**src/rtl/delay_timer_prog.sv**
```systemverilog
// delay_timer_prog: programmable trigger-to-timeout delay with prescaled ticks,
// one-shot/periodic modes, cancel, elapsed-tick readout and a saturating fire counter.
module delay_timer_prog #(
    parameter int BIT_SZ   = 14,
    parameter int PRESCALE = 50000,
    parameter int PS_SZ    = 16
) (
    input  logic              sysclk,
    input  logic              rst,
    input  logic              trigger,
    input  logic              cancel,
    input  logic              mode,
    input  logic [BIT_SZ-1:0] N,
    output logic              time_out,
    output logic              busy,
    output logic [1:0]        state,
    output logic [BIT_SZ-1:0] N_out,
    output logic [7:0]        fire_cnt
);
    typedef enum logic [1:0] {IDLE = 2'b00, COUNTING = 2'b01, TIME_OUT = 2'b10, WAIT_LOW = 2'b11} state_t;
    localparam logic [PS_SZ-1:0] PS_MAX = PS_SZ'(PRESCALE - 1);
    state_t            r_state, w_next;
    logic [BIT_SZ-1:0] r_count, r_n_lat, r_n_out;
    logic [PS_SZ-1:0]  r_ps;
    logic [7:0]        r_fire;
    logic              r_mode_lat, r_trig_d;
    logic              w_start, w_tick, w_expire;
    assign w_start  = trigger & ~r_trig_d;
    assign w_tick   = r_ps == PS_MAX;
    // count==0 only happens for N=0, which expires on the first counting edge
    assign w_expire = (r_count == '0) || (w_tick && r_count == BIT_SZ'(1));
    assign time_out = r_state == TIME_OUT;
    assign busy     = (r_state == COUNTING) || (r_state == TIME_OUT);
    assign state    = r_state;
    assign N_out    = r_n_out;
    assign fire_cnt = r_fire;
    always_comb begin
        w_next = r_state;
        case (r_state)
            IDLE:     w_next = w_start ? COUNTING : IDLE;
            COUNTING: w_next = cancel ? WAIT_LOW : w_expire ? TIME_OUT : COUNTING;
            TIME_OUT: w_next = cancel ? WAIT_LOW : r_mode_lat ? COUNTING : trigger ? WAIT_LOW : IDLE;
            default:  w_next = trigger ? WAIT_LOW : IDLE;
        endcase
    end
    always_ff @(posedge sysclk) begin
        if (rst) r_state <= IDLE;
        else     r_state <= w_next;
    end
    always_ff @(posedge sysclk) begin
        if (rst) begin
            r_count    <= '0;
            r_n_lat    <= '0;
            r_n_out    <= '0;
            r_ps       <= '0;
            r_fire     <= '0;
            r_mode_lat <= 1'b0;
            r_trig_d   <= 1'b1;
        end else begin
            r_trig_d <= trigger;
            case (r_state)
                IDLE: if (w_start) begin
                    r_n_lat    <= N;
                    r_mode_lat <= mode;
                    r_count    <= N;
                    r_ps       <= '0;
                    r_fire     <= '0;
                end
                COUNTING: if (cancel) r_n_out <= r_n_lat - r_count;
                else begin
                    r_ps <= w_tick ? '0 : r_ps + PS_SZ'(1);
                    if (w_tick && r_count != '0) r_count <= r_count - BIT_SZ'(1);
                    if (w_expire) begin
                        r_n_out <= r_n_lat;
                        if (r_fire != 8'hFF) r_fire <= r_fire + 8'd1;
                    end
                end
                TIME_OUT: if (cancel) r_n_out <= r_n_lat - r_count;
                else if (r_mode_lat) begin
                    r_count <= r_n_lat;
                    r_ps    <= '0;
                end
                default: ;
            endcase
        end
    end
endmodule

```
**config.mk**
```make
export PLATFORM = sky130hd
export DESIGN_NAME = delay_timer_prog
export DESIGN_NICKNAME = d
export VERILOG_FILES = /design/src/rtl/delay_timer_prog.sv
export SDC_FILE = /design/constraint.sdc
export NUM_CORES = 1
export LEC_CHECK = 0
export CORE_ASPECT_RATIO = 0.9
export CORE_MARGIN = 3
export CORE_UTILIZATION = 30
export DETAILED_ROUTE_END_ITERATION = 12
export PLACE_DENSITY = 0.5
export SYNTH_ARGS = -nofsm -noshare
export SYNTH_HDL_FRONTEND = slang
export SYNTH_SLANG_ARGS = --single-unit
```
**constraint.sdc**
```tcl
create_clock -name sysclk -period 4 [get_ports sysclk]
set_clock_uncertainty 0.05 [all_clocks]
set_input_delay 0.4 -clock sysclk [delete_from_list [all_inputs] [get_ports sysclk]]
set_output_delay 0.4 -clock sysclk [all_outputs]
set_load 0.005 [all_outputs]
```
==> results of run 1 <==
## layout by cell type (no fill, tap or decap), drive strengths merged, types with 10 or more instances in the layout
cell | Yosys | final
a21oi | 49 | 49
clkbuf | 27 | 12
clkdlybuf4s50 | 0 | 44
dfxtp | 70 | 70
ha | 22 | 22
inv | 26 | 26
nand2 | 79 | 79
nand3 | 10 | 10
nor2 | 51 | 51
nor3 | 16 | 16
o21ai | 23 | 23
xnor2 | 17 | 17
xor2 | 12 | 12
## metal layers
layer  track usage  share of wire
met3        0.0384          0.048
met1         0.226           0.52
met2         0.229           0.41
met4        0.0577          0.019
met5             0              0
## flip-flops by register name, summed over array words and instances, names as in the netlist
| register | flops |
|---|---|
| N_out | 14 |
| fire_cnt | 8 |
| r_count | 14 |
| r_mode_lat | 1 |
| r_n_lat | 14 |
| r_ps | 16 |
| r_trig_d | 1 |
| state | 2 |
## final timing paths
check | startpoint | endpoint | slack (ns) | cells after the start
max | r_ps[12] | N_out[13] | 1.01 | 6
min reg2reg | N_out[1] | N_out[1] | 0.42 | 2
min | N_out[1] | N_out[1] | 0.42 | 2
max reg2reg | r_ps[12] | N_out[13] | 1.01 | 6
## logic make-up (layout without fill, tap and decap cells)
group / Yosys count / count (layout) / share of synthesized area
simple gates: 217 / 217 / 0.248
compound gates: 155 / 155 / 0.247
flops: 70 / 70 / 0.327
buf+inv: 55 / 93 / 0.0499
xor+xnor: 29 / 29 / 0.0593
fa+ha+maj: 23 / 23 / 0.0689
## synth_stat cells, drive strengths merged (4+ instances only)
cell type	count	area, sq um
or4	6	52.6
xnor2	17	149
nand3	10	50.1
o2111ai	4	35.0
nor4	5	46.3
a211oi	8	60.1
dfxtp	70	1400
a41oi	4	35.0
nor2b	4	25.0
nor2	51	194
a22oi	7	52.6
a31oi	6	37.5
nand4	8	50.1
a211o	6	52.6
a21oi	49	245
clkbuf	27	101
a311o	5	50.1
nand2b	4	25.0
and3	8	50.1
inv	26	97.6
a21o	5	37.5
o211ai	8	60.1
o21ai	23	115
o21a	4	30.0
xor2	12	105
ha	22	275
nand2	79	297
or3	8	50.1
nor3	16	80.1
## layout make-up
| class | instances | area [sq um] |
|---|---|---|
| inverter | 26 | 97.6 |
| fill | 1439 | 8470 |
| timing repair buffer | 51 | 493 |
| multi-input combinational | 424 | 2680 |
| tap | 189 | 236 |
| sequential | 70 | 1400 |
| clock buffer | 12 | 267 |
| clock inverter | 4 | 20.0 |
## per-stage QoR
step	setup slack [ns]	cells	total power (uW)	hold slack (ns)
5_1_grt	0.828	776	4110	0.463
3_5_place_dp	1.03	760	3020	0.413
4_1_cts	0.996	776	3820	0.421
6_report	1.01	776	3800	0.419
2_1_floorplan	1.29	549	2490	0.398
3_3_place_gp	1.05	760	3000	0.411
## worst max-delay path: cells and delay by family, from the launching register on
kind	cells	cell delay, ns
AOI/OAI and AO/OA	3	1.30
DFF	1	0.36
and+or+nand+nor	3	1.23
## where the power goes
part           internal, uW  total, uW  switching [uW]
Clock                   466        766             300
Sequential              830        963             133
Combinational           891       2070            1180
Total                  2190       3800            1610
==> impl_metrics.ini, run 1 <==
[status]
status = completed

[sta]
setup_viol = 0
slew_viol_final = 0
max_freq_mhz = 334
setup_tns_ns = 0
tightestPinTransition_ns = 1.19
fin_crit_ns = 2.99
slew_headroom = 0.203
finalHoldViolCount = 0
rsz0062_at_grt = no
timing.final.crit_share = 0.748

[drt]
drtAntennaViolNets = 0
routed_wl_mm = 12.4
drt_iter0_drc = 351
drc = 0
vias = 4116
wl_per_cell_microns = 16.0
via_per_inst = 5.30
first_pass_iters = 5

[global_routing]
grt_usage = 0.158
antenna_found_initial = 0
grt_pass1_vias = 3806
grt_max_degree = 34
grt_overflow = 0
grt_first_pass_wirelength_mm = 19.9

[clock_network]
cts_max_level = 3
cts-buffers-inserted = 9
cts.sinks = 70
cts_resized = 0
clockBufferDepth = 2
cts_tree = yes
hold_buffers = 0
post-cts-setup-buffer-count = 0
clock_latency_ns = 0.34
root_buffer = clkbuf_16
clk_pin_slew_worst_paths_ns = 0.06

[floorplanning]
initial_core_util = 0.314
rows = 40
die_y_microns = 119
die_area_sq_mm = 0.0158
ios = 45
die_w_microns = 132
core_area_sq_mm = 0.0137

[place]
dp_hpwl_mm = 8.96
place.gp.congestion = 0.836
postPlaceCellArea_sq_mm = 0.00491
numPortBuffers = 44

[critical_path]
arrival_ns = 3.22
cp.required_ns = 4.23
cp_common_cell = o41a_1
crit_path_end_kind = flip-flop
start_kind = flip-flop
path_cells = or4b_1 > o41a_1 > o41a_1 > or4_1 > a21oi_1 > nand3b_1
path_class = flip-flop to flip-flop
crit_fanout = 11
cpPeakStageDelay_ns = 0.61
slowest_stage = o41a_1

[flow_run]
cap_violations = 0

[yosys]
netlist_area_sq_mm = 0.00429
netlist-cell-type-count = 62
syn_inst = 549
synthArstFlopShare = 0
avgSynthCellArea_sq_um = 7.81
yosysWarnings = 0
syn_nets = 591
synth_edf_count = 0
synth-main-ff-cell = dfxtp_1
yosysSeqAreaShare = 0.327
synth_seq_cells = 70

[cells_and_area]
fin_area_sq_mm = 0.00519
drive_gt1_frac = 0.0562
final_util = 0.380
nets = 624
diodes = 0
area_growth_pct = 21.2

[pwr]
cellLeakagePower_uw = 0.00187
peakVddDrop_mv = 0.272
power_per_cell_area_mw_per_mm2 = 731

[min_path]
hp-class = flip-flop to flip-flop
No activity file was read; power rests on OpenSTA's default activity.
==> inputs of run 2 (changes only) <==
Settings changed: PLACE_DENSITY 0.5 to 0.51.
Clock period 4 ns to 2.7 ns, I/O delays scaled along.
==> run 2 against run 1 <==
Clock power up 79%. Routed wire length up 3.8%. Worst setup slack worse by 0.98 ns. Largest cell class unchanged. Largest power group unchanged. Highest routed layer unchanged.
==> impl_metrics.ini, run 2 (synthesized netlist as in run 1, its figures left out) <==
[floorplanning]
initial_core_util = 0.314
ios = 45
die_w_microns = 132
core_area_sq_mm = 0.0137
rows = 40
die_area_sq_mm = 0.0158
die_y_microns = 119

[clock_network]
cts.sinks = 70
clk_pin_slew_worst_paths_ns = 0.06
cts-buffers-inserted = 9
root_buffer = clkbuf_16
clockBufferDepth = 2
clock_latency_ns = 0.35
cts_max_level = 3
cts_tree = yes

[drt]
drtAntennaViolNets = 0
drc = 0
drt_iter0_drc = 285
vias = 4226
via_per_inst = 5.23
routed_wl_mm = 12.9
wl_per_cell_microns = 15.9
first_pass_iters = 4

[sta]
setup_viol = 0
slew_headroom = 0.536
slew_viol_final = 0
max_freq_mhz = 375
rsz0062_at_grt = yes
finalHoldViolCount = 0
timing.final.crit_share = 0.989
fin_crit_ns = 2.67
tightestPinTransition_ns = 0.690

[cells_and_area]
nets = 656
layout.cells.most_common_list = nand2_1 (79), dfxtp_1 (69), nor2_1 (50)
mostFrequentLayoutCell = nand2_1
drive_gt1_frac = 0.110
fin_area_sq_mm = 0.00552
largest_reg_flops = 16
top_register = r_ps
area_growth_pct = 28.8
diodes = 0

[global_routing]
grt_max_degree = 31
grt_pass1_vias = 3870
antenna_found_initial = 0
grt_usage = 0.167
grt_overflow = 0
grt_first_pass_wirelength_mm = 20.8

[critical_path]
cpPeakStageDelay_ns = 0.58
crit_fanout = 6
start_kind = flip-flop
cp.required_ns = 2.94
path_buf_inv = 0
cpLargestDelayFamily = simple AND/OR/NAND/NOR gates
path_cells = or4_4 > or4_4 > o41a_1 > or4_1 > a21oi_1 > nand3b_1
slowest_stage = or4_4
cp_common_cell = or4_4
arrival_ns = 2.91
path_class = flip-flop to flip-flop
crit_path_end_kind = flip-flop

[min_path]
hp-class = flip-flop to flip-flop

[pwr]
peakVddDrop_mv = 0.347
cellLeakagePower_uw = 0.00206
total_power_uw = 6100
power_per_cell_area_mw_per_mm2 = 1110

[place]
place.gp.congestion = 0.948
numPortBuffers = 44
dp_hpwl_mm = 9.45
postPlaceCellArea_sq_mm = 0.00516

[status]
status = completed

[flow_run]
cap_violations = 0
## run 2: worst min-delay path: cells and delay by family (launching register included)
| kind | cells | cell delay, ns |
|---|---|---|
| AND/OR/NAND/NOR | 1 | 0.05 |
| flip-flops | 1 | 0.32 |
| AO/OA/AOI/OAI | 1 | 0.05 |
## run 2: final timing paths
| check | cells past startpoint | slack (ns) | from | to |
|---|---|---|---|---|
| worst max-delay path | 6 | 0.03 | r_count[9] | N_out[13] |
| worst min-delay path | 2 | 0.41 | N_out[1] | N_out[1] |
| worst max register to register | 6 | 0.03 | r_count[9] | N_out[13] |
| worst min register to register | 2 | 0.41 | N_out[1] | N_out[1] |
## run 2: final cells by class
type	count	area, sq um
clock inverter	7	113
fill	1375	8140
sequential	70	1400
multi-input combinational	424	2690
timing repair buffer	83	762
tap	189	236
inverter	26	97.6
clock buffer	9	225
## run 2: stage by stage
| stage | TNS [ns] | utilization | setup slack [ns] | hold slack [ns] | std cells |
|---|---|---|---|---|---|
| 2_1_floorplan | 0 | - | 0.0713 | 0.316 | 549 |
| 3_3_place_gp | 0 | 0.378 | 0.0387 | 0.416 | 791 |
| 3_5_place_dp | 0 | 0.378 | 0.0390 | 0.409 | 791 |
| 4_1_cts | 0 | 0.403 | 0.0199 | 0.418 | 807 |
| 5_1_grt | -0.111 | 0.404 | -0.0431 | 0.441 | 808 |
| 6_report | 0 | 0.404 | 0.0300 | 0.415 | 808 |
## run 2: layer usage
layer  vias up  GRT usage  share of wire
li1       2121          -              -
met1      1976      0.247           0.52
met2       114      0.234           0.40
met3        15     0.0351          0.058
met4         0     0.0636          0.019
met5         -          0              0
## run 2: what timing repair did
item	CTS	global route
setup endpoints to repair	0	4
buffers inserted	0	1
hold buffers	0	0
gates resized for setup	0	4
## run 2: where the power goes
part	switching (uW)	total [uW]	internal, uW	leakage [uW]
logic	1830	3340	1510	0.00133
clock network	477	1370	897	0.000165
registers	154	1380	1230	0.000568
total	2460	6100	3640	0.00206
